[config.mk]
export PLATFORM = sky130hd
export DESIGN_NAME = rn_inject_queue
export DESIGN_NICKNAME = d
export VERILOG_FILES = /design/src/rtl/rn_inject_queue.sv
export SDC_FILE = /design/constraint.sdc
export NUM_CORES = 1
export LEC_CHECK = 0
export CORE_AREA = 2 2 417 419
export DETAILED_ROUTE_END_ITERATION = 10
export DIE_AREA = 0 0 419 421
export PLACE_DENSITY_LB_ADDON = 0.12
export SLEW_MARGIN = 10
export SYNTH_ARGS = -nofsm -noshare
export SYNTH_HDL_FRONTEND = slang
export SYNTH_SLANG_ARGS = --single-unit
[constraint.sdc]
create_clock -name clk -period 22.1 [get_ports clk]
set_clock_uncertainty 0.1 [all_clocks]
set_input_delay 3.315 -clock clk [delete_from_list [all_inputs] [get_ports clk]]
set_output_delay 3.315 -clock clk [all_outputs]
set_load 0.05 [all_outputs]
[src/rtl/rn_inject_queue.sv]
// rn_inject_queue
//   Requester-node injection stage. Flits from the RN protocol agent are
//   buffered in a small FIFO. The FIFO head goes combinationally to the SAM
//   stage; the SAM-rewritten flit and its decode come back and are registered
//   into the router local input port when a credit is available.
//
// Ports
//   clk, rstn         clock, synchronous active-low reset
//   rn_flit_v_i/_i    flit from the RN agent; accepted when rn_flit_rdy_o=1
//   rn_flit_rdy_o     FIFO not full
//   sam_flit_v_o/_o   FIFO head (valid when non-empty) toward the SAM
//   sam_flit_i        SAM-rewritten head flit
//   sam_flit_dec_i    SAM decode of the head flit
//   tx_flit_v_o       one-cycle valid into the router local port
//   tx_flit_o         registered flit toward the router
//   tx_flit_dec_o     registered decode toward the router
//   tx_credit_rtn_i   router freed one local-port buffer entry
//   fifo_cnt_o        FIFO occupancy
//   credit_cnt_o      router credits currently available
//   credit_err_o      sticky: credit returned while already at full credit

module rn_inject_queue #(
  parameter type flit_payload_t = logic [255:0],
  parameter type flit_dec_t     = logic [15:0],
  parameter int  FIFO_DEPTH     = 4,
  parameter int  ROUTER_CREDIT  = 4,
  parameter int  FIFO_CNT_W     = $clog2(FIFO_DEPTH + 1),
  parameter int  CRED_CNT_W     = $clog2(ROUTER_CREDIT + 1)
) (
  input  logic                  clk,
  input  logic                  rstn,
  input  logic                  rn_flit_v_i,
  input  flit_payload_t         rn_flit_i,
  output logic                  rn_flit_rdy_o,
  output logic                  sam_flit_v_o,
  output flit_payload_t         sam_flit_o,
  input  flit_payload_t         sam_flit_i,
  input  flit_dec_t             sam_flit_dec_i,
  output logic                  tx_flit_v_o,
  output flit_payload_t         tx_flit_o,
  output flit_dec_t             tx_flit_dec_o,
  input  logic                  tx_credit_rtn_i,
  output logic [FIFO_CNT_W-1:0] fifo_cnt_o,
  output logic [CRED_CNT_W-1:0] credit_cnt_o,
  output logic                  credit_err_o
);

  localparam int PTR_W = (FIFO_DEPTH > 1) ? $clog2(FIFO_DEPTH) : 1;

  // Parameter sanity, caught at elaboration.
  if (FIFO_DEPTH < 2 || (FIFO_DEPTH & (FIFO_DEPTH - 1)) != 0) begin : g_bad_depth
    $error("rn_inject_queue: FIFO_DEPTH must be a power of two >= 2");
  end
  if (ROUTER_CREDIT < 1) begin : g_bad_credit
    $error("rn_inject_queue: ROUTER_CREDIT must be >= 1");
  end

  flit_payload_t           mem_q [FIFO_DEPTH];
  logic [PTR_W-1:0]        wr_ptr_q, wr_ptr_d;
  logic [PTR_W-1:0]        rd_ptr_q, rd_ptr_d;
  logic [FIFO_CNT_W-1:0]   cnt_q, cnt_d;
  logic [CRED_CNT_W-1:0]   cred_q, cred_d;
  logic                    tx_v_q, tx_v_d;
  flit_payload_t           tx_flit_q, tx_flit_d;
  flit_dec_t               tx_dec_q, tx_dec_d;
  logic                    err_q, err_d;

  logic full_s, empty_s, push_s, pop_s, ovf_s, rtn_ok_s;

  // Handshake decode; ready depends only on registered occupancy, so a pop
  // in the same cycle never frees room for a push into a full FIFO.
  always_comb begin
    full_s   = (cnt_q == FIFO_CNT_W'(FIFO_DEPTH));
    empty_s  = (cnt_q == {FIFO_CNT_W{1'b0}});
    push_s   = rn_flit_v_i & ~full_s;
    pop_s    = ~empty_s & (cred_q != {CRED_CNT_W{1'b0}});
    // A return at full credit with no pop has nowhere to go: drop and flag it.
    ovf_s    = tx_credit_rtn_i & (cred_q == CRED_CNT_W'(ROUTER_CREDIT)) & ~pop_s;
    rtn_ok_s = tx_credit_rtn_i & ~ovf_s;
  end

  // Next-state for pointers, occupancy, credits, tx register and error flag.
  always_comb begin
    wr_ptr_d  = wr_ptr_q;
    rd_ptr_d  = rd_ptr_q;
    cnt_d     = cnt_q;
    cred_d    = cred_q;
    tx_v_d    = 1'b0;
    tx_flit_d = tx_flit_q;
    tx_dec_d  = tx_dec_q;
    err_d     = err_q | ovf_s;

    if (push_s) begin
      wr_ptr_d = wr_ptr_q + PTR_W'(1);
    end else begin
      wr_ptr_d = wr_ptr_q;
    end

    if (pop_s) begin
      rd_ptr_d  = rd_ptr_q + PTR_W'(1);
      tx_v_d    = 1'b1;
      tx_flit_d = sam_flit_i;
      tx_dec_d  = sam_flit_dec_i;
    end else begin
      rd_ptr_d  = rd_ptr_q;
      tx_v_d    = 1'b0;
    end

    case ({push_s, pop_s})
      2'b10:   cnt_d = cnt_q + FIFO_CNT_W'(1);
      2'b01:   cnt_d = cnt_q - FIFO_CNT_W'(1);
      default: cnt_d = cnt_q;
    endcase

    case ({pop_s, rtn_ok_s})
      2'b10:   cred_d = cred_q - CRED_CNT_W'(1);
      2'b01:   cred_d = cred_q + CRED_CNT_W'(1);
      default: cred_d = cred_q;
    endcase
  end

  // Control and tx registers with synchronous reset.
  always_ff @(posedge clk) begin
    if (!rstn) begin
      wr_ptr_q  <= {PTR_W{1'b0}};
      rd_ptr_q  <= {PTR_W{1'b0}};
      cnt_q     <= {FIFO_CNT_W{1'b0}};
      cred_q    <= CRED_CNT_W'(ROUTER_CREDIT);
      tx_v_q    <= 1'b0;
      tx_flit_q <= '0;
      tx_dec_q  <= '0;
      err_q     <= 1'b0;
    end else begin
      wr_ptr_q  <= wr_ptr_d;
      rd_ptr_q  <= rd_ptr_d;
      cnt_q     <= cnt_d;
      cred_q    <= cred_d;
      tx_v_q    <= tx_v_d;
      tx_flit_q <= tx_flit_d;
      tx_dec_q  <= tx_dec_d;
      err_q     <= err_d;
    end
  end

  // FIFO storage; not reset, contents are qualified by the occupancy count.
  always_ff @(posedge clk) begin
    if (push_s) begin
      mem_q[wr_ptr_q] <= rn_flit_i;
    end
  end

  assign rn_flit_rdy_o = ~full_s;
  assign sam_flit_v_o  = ~empty_s;
  assign sam_flit_o    = mem_q[rd_ptr_q];
  assign tx_flit_v_o   = tx_v_q;
  assign tx_flit_o     = tx_flit_q;
  assign tx_flit_dec_o = tx_dec_q;
  assign fifo_cnt_o    = cnt_q;
  assign credit_cnt_o  = cred_q;
  assign credit_err_o  = err_q;

  rn_inject_queue_chk u_chk (
    .clk     (clk),
    .rstn    (rstn),
    .push_i  (push_s),
    .pop_i   (pop_s),
    .full_i  (full_s),
    .empty_i (empty_s)
  );

endmodule

// rn_inject_queue_chk
//   Protocol checker: the FIFO never accepts into a full buffer and never
//   pops an empty one.
// Ports: clk, rstn, push_i, pop_i, full_i, empty_i (internal handshakes).
module rn_inject_queue_chk (
  input logic clk,
  input logic rstn,
  input logic push_i,
  input logic pop_i,
  input logic full_i,
  input logic empty_i
);

  a_no_push_full: assert property (@(posedge clk) disable iff (!rstn) !(push_i && full_i));
  a_no_pop_empty: assert property (@(posedge clk) disable iff (!rstn) !(pop_i && empty_i));

endmodule

Word level (Yosys, flattened, before mapping)

Memory sizes are Yosys's and may differ from the RTL's. A register that Yosys moved wholly into a read port is not among the register bits.
Cells that the tools add are included.

Bitwise gates (word level): 10
Multiplexer cells: 7
Equality and inequality tests: 6
Reduce and logical (&&, ||, !) cells: 4
$add $sub $neg: 6

Operators by type and width:

| operator                                         | number |
|---|---|
| one-hot mux 3 bit (2 select lines)               | 2 |
| adder 3 x 1 -> 3 bit, second input constant      | 2 |
| == test 3 bit, second input constant             | 2 |
| subtractor 3 x 1 -> 3 bit, second input constant | 2 |
| AND 1 bit                                        | 5 |
| adder 2 x 1 -> 2 bit, second input constant      | 2 |
| == test 2 x 1 -> 1 bit, second input constant    | 2 |
| == test 2 bit, second input constant             | 2 |
| two-way mux 2 bit                                | 2 |
| NOT 1 bit                                        | 4 |
| nonzero test 2 bit                               | 2 |
| logical NOT 3 bit                                | 1 |
| two-way mux 1 bit                                | 3 |
| nonzero test 3 bit                               | 1 |
| bitwise OR 1 bit                                 | 1 |

Word-level logic and storage cells: 42
Output and inout port bits: 538
Input port bits: 532
Bits in writable memories: 1024
Memories: 1
Register bits after elaboration: 284

Memory list:

| name  | words | width | read ports | clocked after memory_dff | wr ports | RTL line | source |
|---|---|---|---|---|---|---|---|
| mem_q | 4     | 256   | 1          | 1                        | 1        | 58       | `flit_payload_t mem_q [FIFO_DEPTH];` |

Longest topological paths before layout

Gate-level depths: netlist (run 1).

Depth in word-level cells: 9
Depth in mapped cells: 12
Depth with buffers taken out: 10

Least setup slack after synthesis (run 1)

OpenSTA, ideal clock, no wires.

Path kind: in2reg
Start point: in rn_flit_v_i
End point: mem mem_q[0][0] (netlist bit) (enable)
Path buffers: 1
Setup slack: 11908 ps
Setup time: 652 ps
Data required time: 21348 ps
Data arrival time: 9440 ps
Stages: 2
Path through: buf_1 > and3_1

Cells in the longest elaborated chain, start to end: 3

Ends and longest elaborated chain:

| what                                    | RTL line | source |
|---|---|---|
| from (decl)                             | 32       | `input logic rn_flit_v_i,` |
| AND 1 bit                               | 75       | `push_s = rn_flit_v_i & ~full_s;` |
| two-way mux 1 bit                       | 147      | `if (push_s) begin` |
| two-way mux 1 bit (implied by the code) | 148      | `mem_q[wr_ptr_q] <= rn_flit_i;` |
| to (decl)                               | 58       |  |

No other way between the ends.

==> results.txt, run 1 <==
- The run finished with clean final reports.
* Number of enable-type register cells in the synthesized netlist: 1,024
* Post-Syn Instances: 2,656
- DRC marker count from the first detailed-route iteration: 1,529
- Once layout is done, the placed cells without fillers occupy 0.0656 mm2.
- The smallest clock period supported by the final layout is computed as 7930 ps.
- Library cell with the largest summed area after synthesis: sky130_fd_sc_hd__edfxtp_1
* Worst slew margin relative to its limit: 25.9%
* Worst EP arrival: 4520 ps
* Number of placed I/O pins: 1,070
- Peak supply drop: 0.0736 mV
* Yosys cell types: 32
* Least-Margin Pin Slew: 1110 ps
* Gp weighted congestion: 0.786
- GRT overflow: 0
- The detailed router placed 28,800 vias in this run.
* Post-synthesis sequential element count: 1,310
- Counting cells, the worst reg-to-reg path comes to 4.
- CTS resizes: 0
- Using the TritonRoute via totals, the vias-per-cell ratio works out to 4.67.
- Worst min-delay path category: flip-flop to flip-flop
- Leak Pwr: 0.0209 uW
- Clk Latency, worst-skew pair: 780 ps
- TritonCTS created 153 clock buffers.
- After synthesis, the largest area contributor takes up 63.9% of total cell area.
* Period Utilization, post-route: 35.9%
* Kind of end point of the critical path: output pin
* Warnings from Yosys: 0
- The number of antenna violations at the first check in global routing came to 54.
* Count of hold buffers inserted by post-cts repair: 0
* Highest Clock Rate: 126 MHz
- In the final timing run, aggregate negative setup slack is 0 ps.
* Maximum number of pins on one net before global-route repair: 138
- The synthesized netlist occupies a cell area of 0.0481 mm2.
- Across all register-to-register paths, the minimum setup slack is 18,270 ps.
- Dividing total power by cell area gives a power density of 142 mW/mm2.
- Adder-Cell Fraction of Synth Area: 0.239%
- The endpoint identified for the worst register-to-register timing path is mem_q[3][131].
- The design draws 9330 uW.
- Leading cell type by number of instances after synthesis: sky130_fd_sc_hd__edfxtp_1
- Mux share of post-synthesis cell area: 12.0%
* Flip-flop cell with the highest count after synthesis: sky130_fd_sc_hd__edfxtp_1
* Setup repair bufs after CTS: 0
- Root Buffer Master: sky130_fd_sc_hd__clkbuf_16
- Share of cells above drive strength 1: 13.4%
- In this run the number of H-tree levels came out at 4.
- Worst endpoint required time: 18,690 ps
* Via count of the first global-routing pass: 29,700
- After synthesis, the largest family of logic cells by area is multiplexers.
* Global-route wire length before repair: 223,000 um
- Counting flops with an async set or reset pin after synthesis yields a share of 0%.
* Area share of and/or/nand/nor cells after synthesis: 3.18%
- The first detailed-routing pass ran for 5 iterations.
* Worst r2r src: fifo_cnt_o[0]
- Number of nets in the final layout: 4,247
- In this run the horizontal extent of the chip is 419 um.
- The worst setup path is launched from a flip-flop.
- In this run the deepest clock path goes through 3 buffers.
- The die covers 0.176 mm2.
* Starting Density: 27.9%
* Relative area change from synthesis to final layout: 36.5%
* RSZ-0062 raised after global routing: no
* Placed wire-length estimate: 103,000 um
* Number of buffers added on ports: 1,069
- Total wire length after detailed routing: 157,000 um
- Synthesized-area fraction occupied by xor and xnor cells: 0.0729%
- Nets in the synthesized netlist: 3,196
- Hold violation count in the final report: 0
- Along the worst path, the maximum fanout reaches 43.
- From bottom edge to top edge, the die measures 421 um.
* Maximum capacitance violations: 0
- After detailed routing, the average wire length per cell comes to 25.5 um.
- Synthesized area per cell: 18.1 um2
- Clock-pin slew was measured on the worst setup and hold paths at 60 ps.
- In the global route stage, overall resource usage came out at 17.5%.
* Capturing instance or port of the critical path: sam_flit_o[93]
- After synthesis, the cell types taking the most area are sky130_fd_sc_hd__edfxtp_1 (64%), sky130_fd_sc_hd__mux4_2 (12%), sky130_fd_sc_hd__dfxtp_1 (12%).
- Core area: 0.172 mm2
- Ranked by instance count, the synthesized netlist is headed by sky130_fd_sc_hd__edfxtp_1 (1,024), sky130_fd_sc_hd__dfxtp_1 (286), sky130_fd_sc_hd__a21oi_1 (278).
- Compound-Gate Fraction of Synth Area: 5.80%
- After detailed placement, the total cell area comes to 0.0608 mm2.
* Part of the Yosys area used for sequential elements: 75.9%
* Routed Antenna Nets: 0
- Setup violations remaining at the end of the flow were counted as 0.
* Num rows: 153
- Num Clock Sinks: 1,310
- The critical path is of the flip-flop to output pin type.
- The final-report max-slew violation count came to 0.
* CTS tree: done
- Number of remaining DRC errors: 0
cell families (layout without fill, tap and decap cells):
logic type,count (synthesis),after routing
mux,258,258
other cells,0,11
flops,1310,1310
fa+ha+maj,8,8
simple gates,300,300
buf+inv,220,1391
compound gates,556,556
xor+xnor,4,4
worst max-delay path: stages (launching register included):
cell and delay [ps]:
sky130_fd_sc_hd__dfxtp_4 630, sky130_fd_sc_hd__buf_4 750, sky130_fd_sc_hd__buf_4 810, sky130_fd_sc_hd__mux4_2 610, sky130_fd_sc_hd__clkdlybuf4s50_1 760
worst min-delay path by stage:
stage / cells past startpoint / slack [ps] / from / end
finish: 1 / 370 / credit_err_o / credit_err_o
global route: 2 / 390 / tx_flit_o[112] / tx_flit_o[112]
CTS: 2 / 370 / tx_flit_o[110] / tx_flit_o[110]
detailed placement: 1 / 360 / credit_err_o / credit_err_o
global placement: 1 / 350 / credit_err_o / credit_err_o
floorplan: 2 / 350 / rd_ptr_q[1] / flip-flop
layout make-up:
| cell class | instances | area, um2 |
|---|---|---|
| repair buffers | 1107 | 11000 |
| diodes | 11 | 27.5 |
| clock buffers | 208 | 4240 |
| well taps | 2325 | 2910 |
| multi-input cells | 1126 | 10300 |
| clock inverters | 67 | 603 |
| fillers | 16100 | 107000 |
| inverters | 9 | 48.8 |
| flip-flops and latches | 1310 | 36500 |
layer usage:
| layer | wire, um | GRT usage (%) | vias up | share of wire, % |
|---|---|---|---|---|
| met5 | 260 | 0 | - | 0.17 |
| met4 | 4250 | 5.98 | 42 | 2.7 |
| met3 | 11700 | 5.90 | 257 | 7.5 |
| met2 | 83500 | 31.1 | 935 | 53 |
| met1 | 57200 | 19.2 | 14800 | 36 |
| li1 | - | - | 12700 | - |
state kept, by name, summed over array words and instances (netlist names), named ones only:
signal / flops
tx_flit_o: 256
credit_cnt_o: 3
wr_ptr_q: 2
credit_err_o: 1
tx_flit_dec_o: 16
rd_ptr_q: 2
tx_flit_v_o: 1
mem_q: 1024
fifo_cnt_o: 3
power by group:
part	leakage [uW]	internal, uW	total, uW	switching [uW]
logic	0.00677	1170	3740	2570
clock network	0.00233	1420	2430	1010
registers	0.0117	3020	3160	140
metrics by stage:
| step | worst slack [ps] | hold WS [ps] | util, % | instances |
|---|---|---|---|---|
| 2_1_floorplan | 11910 | 349 | - | 2656 |
| 3_3_place_gp | 14710 | 352 | 35.2 | 5877 |
| 3_5_place_dp | 14710 | 360 | 35.2 | 5877 |
| 4_1_cts | 13790 | 373 | 38.0 | 6152 |
| 5_1_grt | 13690 | 394 | 38.0 | 6159 |
| 6_report | 14170 | 369 | 38.0 | 6163 |
layout by cell type (no fill, tap or decap), types with 4 or more instances in the layout:
| cell type | netlist | routed |
|---|---|---|
| sky130_fd_sc_hd__inv_1 | 8 | 7 |
| sky130_fd_sc_hd__clkbuf_16 | 0 | 158 |
| sky130_fd_sc_hd__diode_2 | 0 | 11 |
| sky130_fd_sc_hd__mux4_2 | 256 | 256 |
| sky130_fd_sc_hd__clkbuf_8 | 0 | 10 |
| sky130_fd_sc_hd__clkinv_8 | 0 | 4 |
| sky130_fd_sc_hd__clkinv_1 | 0 | 31 |
| sky130_fd_sc_hd__xor2_1 | 4 | 4 |
| sky130_fd_sc_hd__o21ai_1 | 52 | 52 |
| sky130_fd_sc_hd__dfxtp_1 | 286 | 284 |
| sky130_fd_sc_hd__buf_4 | 39 | 35 |
| sky130_fd_sc_hd__a21oi_1 | 278 | 278 |
| sky130_fd_sc_hd__edfxtp_1 | 1024 | 1024 |
| sky130_fd_sc_hd__inv_6 | 0 | 5 |
| sky130_fd_sc_hd__nand3_1 | 276 | 276 |
| sky130_fd_sc_hd__ha_1 | 6 | 6 |
| sky130_fd_sc_hd__bufinv_16 | 0 | 6 |
| sky130_fd_sc_hd__clkbuf_1 | 41 | 40 |
| sky130_fd_sc_hd__clkinv_2 | 0 | 9 |
| sky130_fd_sc_hd__nor2_1 | 6 | 6 |
| sky130_fd_sc_hd__clkinvlp_4 | 0 | 6 |
| sky130_fd_sc_hd__clkdlybuf4s50_1 | 0 | 1069 |
| sky130_fd_sc_hd__o21ai_0 | 223 | 223 |
| sky130_fd_sc_hd__and3_4 | 0 | 4 |
Power figures use the tool's default switching activity.
==> run 2: changes to the inputs <==
--- a/config.mk
+++ b/config.mk
@@ -5,9 +5,9 @@
 export SDC_FILE = /design/constraint.sdc
 export NUM_CORES = 1
 export LEC_CHECK = 0
-export CORE_AREA = 2 2 417 419
+export CORE_AREA = 2 2 413 415
 export DETAILED_ROUTE_END_ITERATION = 10
-export DIE_AREA = 0 0 419 421
+export DIE_AREA = 0 0 415 417
 export PLACE_DENSITY_LB_ADDON = 0.12
 export SLEW_MARGIN = 10
 export SYNTH_ARGS = -nofsm -noshare
==> constraint.sdc (replaced) <==
create_clock -name clk -period 6.7 [get_ports clk]
set_clock_uncertainty 0.1 [all_clocks]
set_input_delay 1.005 -clock clk [delete_from_list [all_inputs] [get_ports clk]]
set_output_delay 1.005 -clock clk [all_outputs]
set_load 0.05 [all_outputs]
==> results.txt, run 2 (synthesized netlist as in run 1, its figures left out) <==
* Routed vias: 29,000
* Num rows: 151
* Height of the die: 417 um
- Clk Latency, worst-skew pair: 780 ps
* Worst endpoint required time: 5590 ps
* Peak supply drop: 0.418 mV
* Worst EP arrival: 3620 ps
* Period Utilization, post-route: 70.6%
- Least-Margin Pin Slew: 1060 ps
- Number of endpoints failing setup at the final stage: 0
- RSZ-0062 raised after global routing: no
* Antenna violations before repair: 56
* Number of placed I/O pins: 1,070
- Measured on the finished design, the core utilization comes to 39.1%.
* Number of remaining DRC errors: 0
- Derived from the worst setup path, the maximum achievable clock frequency is 211 MHz.
- Of all nets on the critical path, the largest fanout is 72.
- CTS tree: done
- In this run the tightest slew margin relative to its limit is 29.4%.
* Detailed-route vias per instance: 4.79
- Setup total negative slack on the finished layout was measured at 0 ps.
* GRT overflow: 0
- The run finished with clean final reports.
- mem_q holds more flip-flops than any other register.
- The number of placed instances, taps included, is 5,761.
- Num Clock Sinks: 1,310
* Count of hold buffers inserted by post-cts repair: 0
- Hold violation count in the final report: 0
* Master of the slowest instance on the critical path: sky130_fd_sc_hd__clkdlybuf4s50_1
* Critical Path, Cell by Cell: buf_12 -> mux4_2 -> clkdlybuf4s50_1
* Final cell count without fillers: 6,059
* Share of cells above drive strength 1: 13.5%
* Gp weighted congestion: 0.853
- CTS resizes: 0
* Via count of the first global-routing pass: 29,400
- The floorplan step set the die width to 415 um.
* Worst hold margin: 373 ps
- After legalization and detailed placement, the total HPWL measured 107,000 um.
- Buffers added to address setup during post-CTS repair amount to 0.
- In the final design database the tool counted 4,240 nets.
- Clock-pin slew was measured on the worst setup and hold paths at 60 ps.
* Global-route wire length before repair: 227,000 um
- Relative area change from synthesis to final layout: 37.0%
- STA classifies the critical path endpoint as an output pin.
- The H-tree was split into 4 levels.
- The critical path in this run is classified as flip-flop to output pin.
- Longest individual stage delay on the worst path: 790 ps
- Final-report max-slew violation count: 0
- Crit path time final: 4730 ps
- Total wire length after detailed routing: 162,000 um
* Most frequent standard cell in the layout excluding fill and tap cells: sky130_fd_sc_hd__clkdlybuf4s50_1
- Post-DR wirelength/cell: 26.7 um
* DRC marker count from the first detailed-route iteration: 1,868
- In this run the static leakage power is 0.0210 uW.
- Root Buffer Master: sky130_fd_sc_hd__clkbuf_16
* Worst min-delay path category: flip-flop to flip-flop
- Counting along the longest clock path gives a buffer depth of 3.
- Routed Antenna Nets: 0
- The die covers 0.173 mm2.
- TritonCTS created 155 clock buffers.
* Setup crit start kind: flip-flop
- The floorplan step defined a core boundary enclosing 0.169 mm2.
- In this run the power density over the cells is 474 mW/mm2.
* Fillers: 15,700
- Number of buffers added on ports: 1,069
- Overall fraction of global-route tracks in use: 18.2%
- Pre-antenna DRT Iters: 5
- Top library cells by usage in the layout, fill and taps aside: sky130_fd_sc_hd__clkdlybuf4s50_1 (1,069), sky130_fd_sc_hd__edfxtp_1 (1,024), sky130_fd_sc_hd__dfxtp_1 (284)
* Starting Density: 28.5%
- Footprint of the multi-input gates: 0.0103 mm2
* Flip-flop and latch area: 0.0365 mm2
* Max FFs per register: 1,024
- The tool flagged a number of max-cap violations equal to 0.
- Entering global routing, the biggest net connects 187 pins.
## run 2: cell count changes in the layout (fill, tap and decap cells not counted), sizes merged
cell,change
diode,+3
clkbuf,+1
clkinv,+7
inv,-2
bufinv,+6
clkinvlp,-3
buf,-9
## run 2: through the flow
| stage | area, um2 | worst slack (ps) | power [uW] |
|---|---|---|---|
| final | 65900 | 1970 | 31200 |
| after global routing | 65800 | 1710 | 32500 |
| after CTS | 65800 | 1750 | 31700 |
| after detailed placement | 60800 | 2650 | 23300 |
| after global placement | 60800 | 2670 | 23300 |
| after floorplan | 48100 | 1730 | 18800 |
## run 2: critical path, delay by kind of cell, from the launching register on
family | cells | cell delay [ps]
muxes | 1 | 600
buffers and inverters | 2 | 1230
DFF | 1 | 740
## run 2: layer usage
layer,wire length [um],global-route usage [%]
met4,5780,6.93
met3,11200,5.83
met5,285,0
met2,83700,31.8
met1,60500,20.7
## run 2: power by group
group	total (uW)	switching, uW	internal (uW)	leakage, uW
Clock	8310	3370	4940	0.00246
Sequential	10500	544	9940	0.0117
Combinational	12400	8530	3910	0.00679
Total	31200	12400	18800	0.0210
## run 2: worst paths after layout
check                               startpoint              end  slack (ps)  depth (start not counted)
worst min register to register  tx_flit_o[225]   tx_flit_o[225]         370                          2
worst max-delay path                 flip-flop  sam_flit_o[119]        1970                          3
worst max register to register   fifo_cnt_o[0]  credit_cnt_o[2]        3020                         12
worst min-delay path            tx_flit_o[225]   tx_flit_o[225]         370                          2
## run 2: final cells by class
class	count	area share, %
clock inverters	75	1.21
well taps	2218	4.21
clock buffers	209	6.46
multi-input cells	1126	15.6
repair buffers	1098	17.0
inverters	9	0.0741
flip-flops and latches	1310	55.4
diodes	14	0.0532
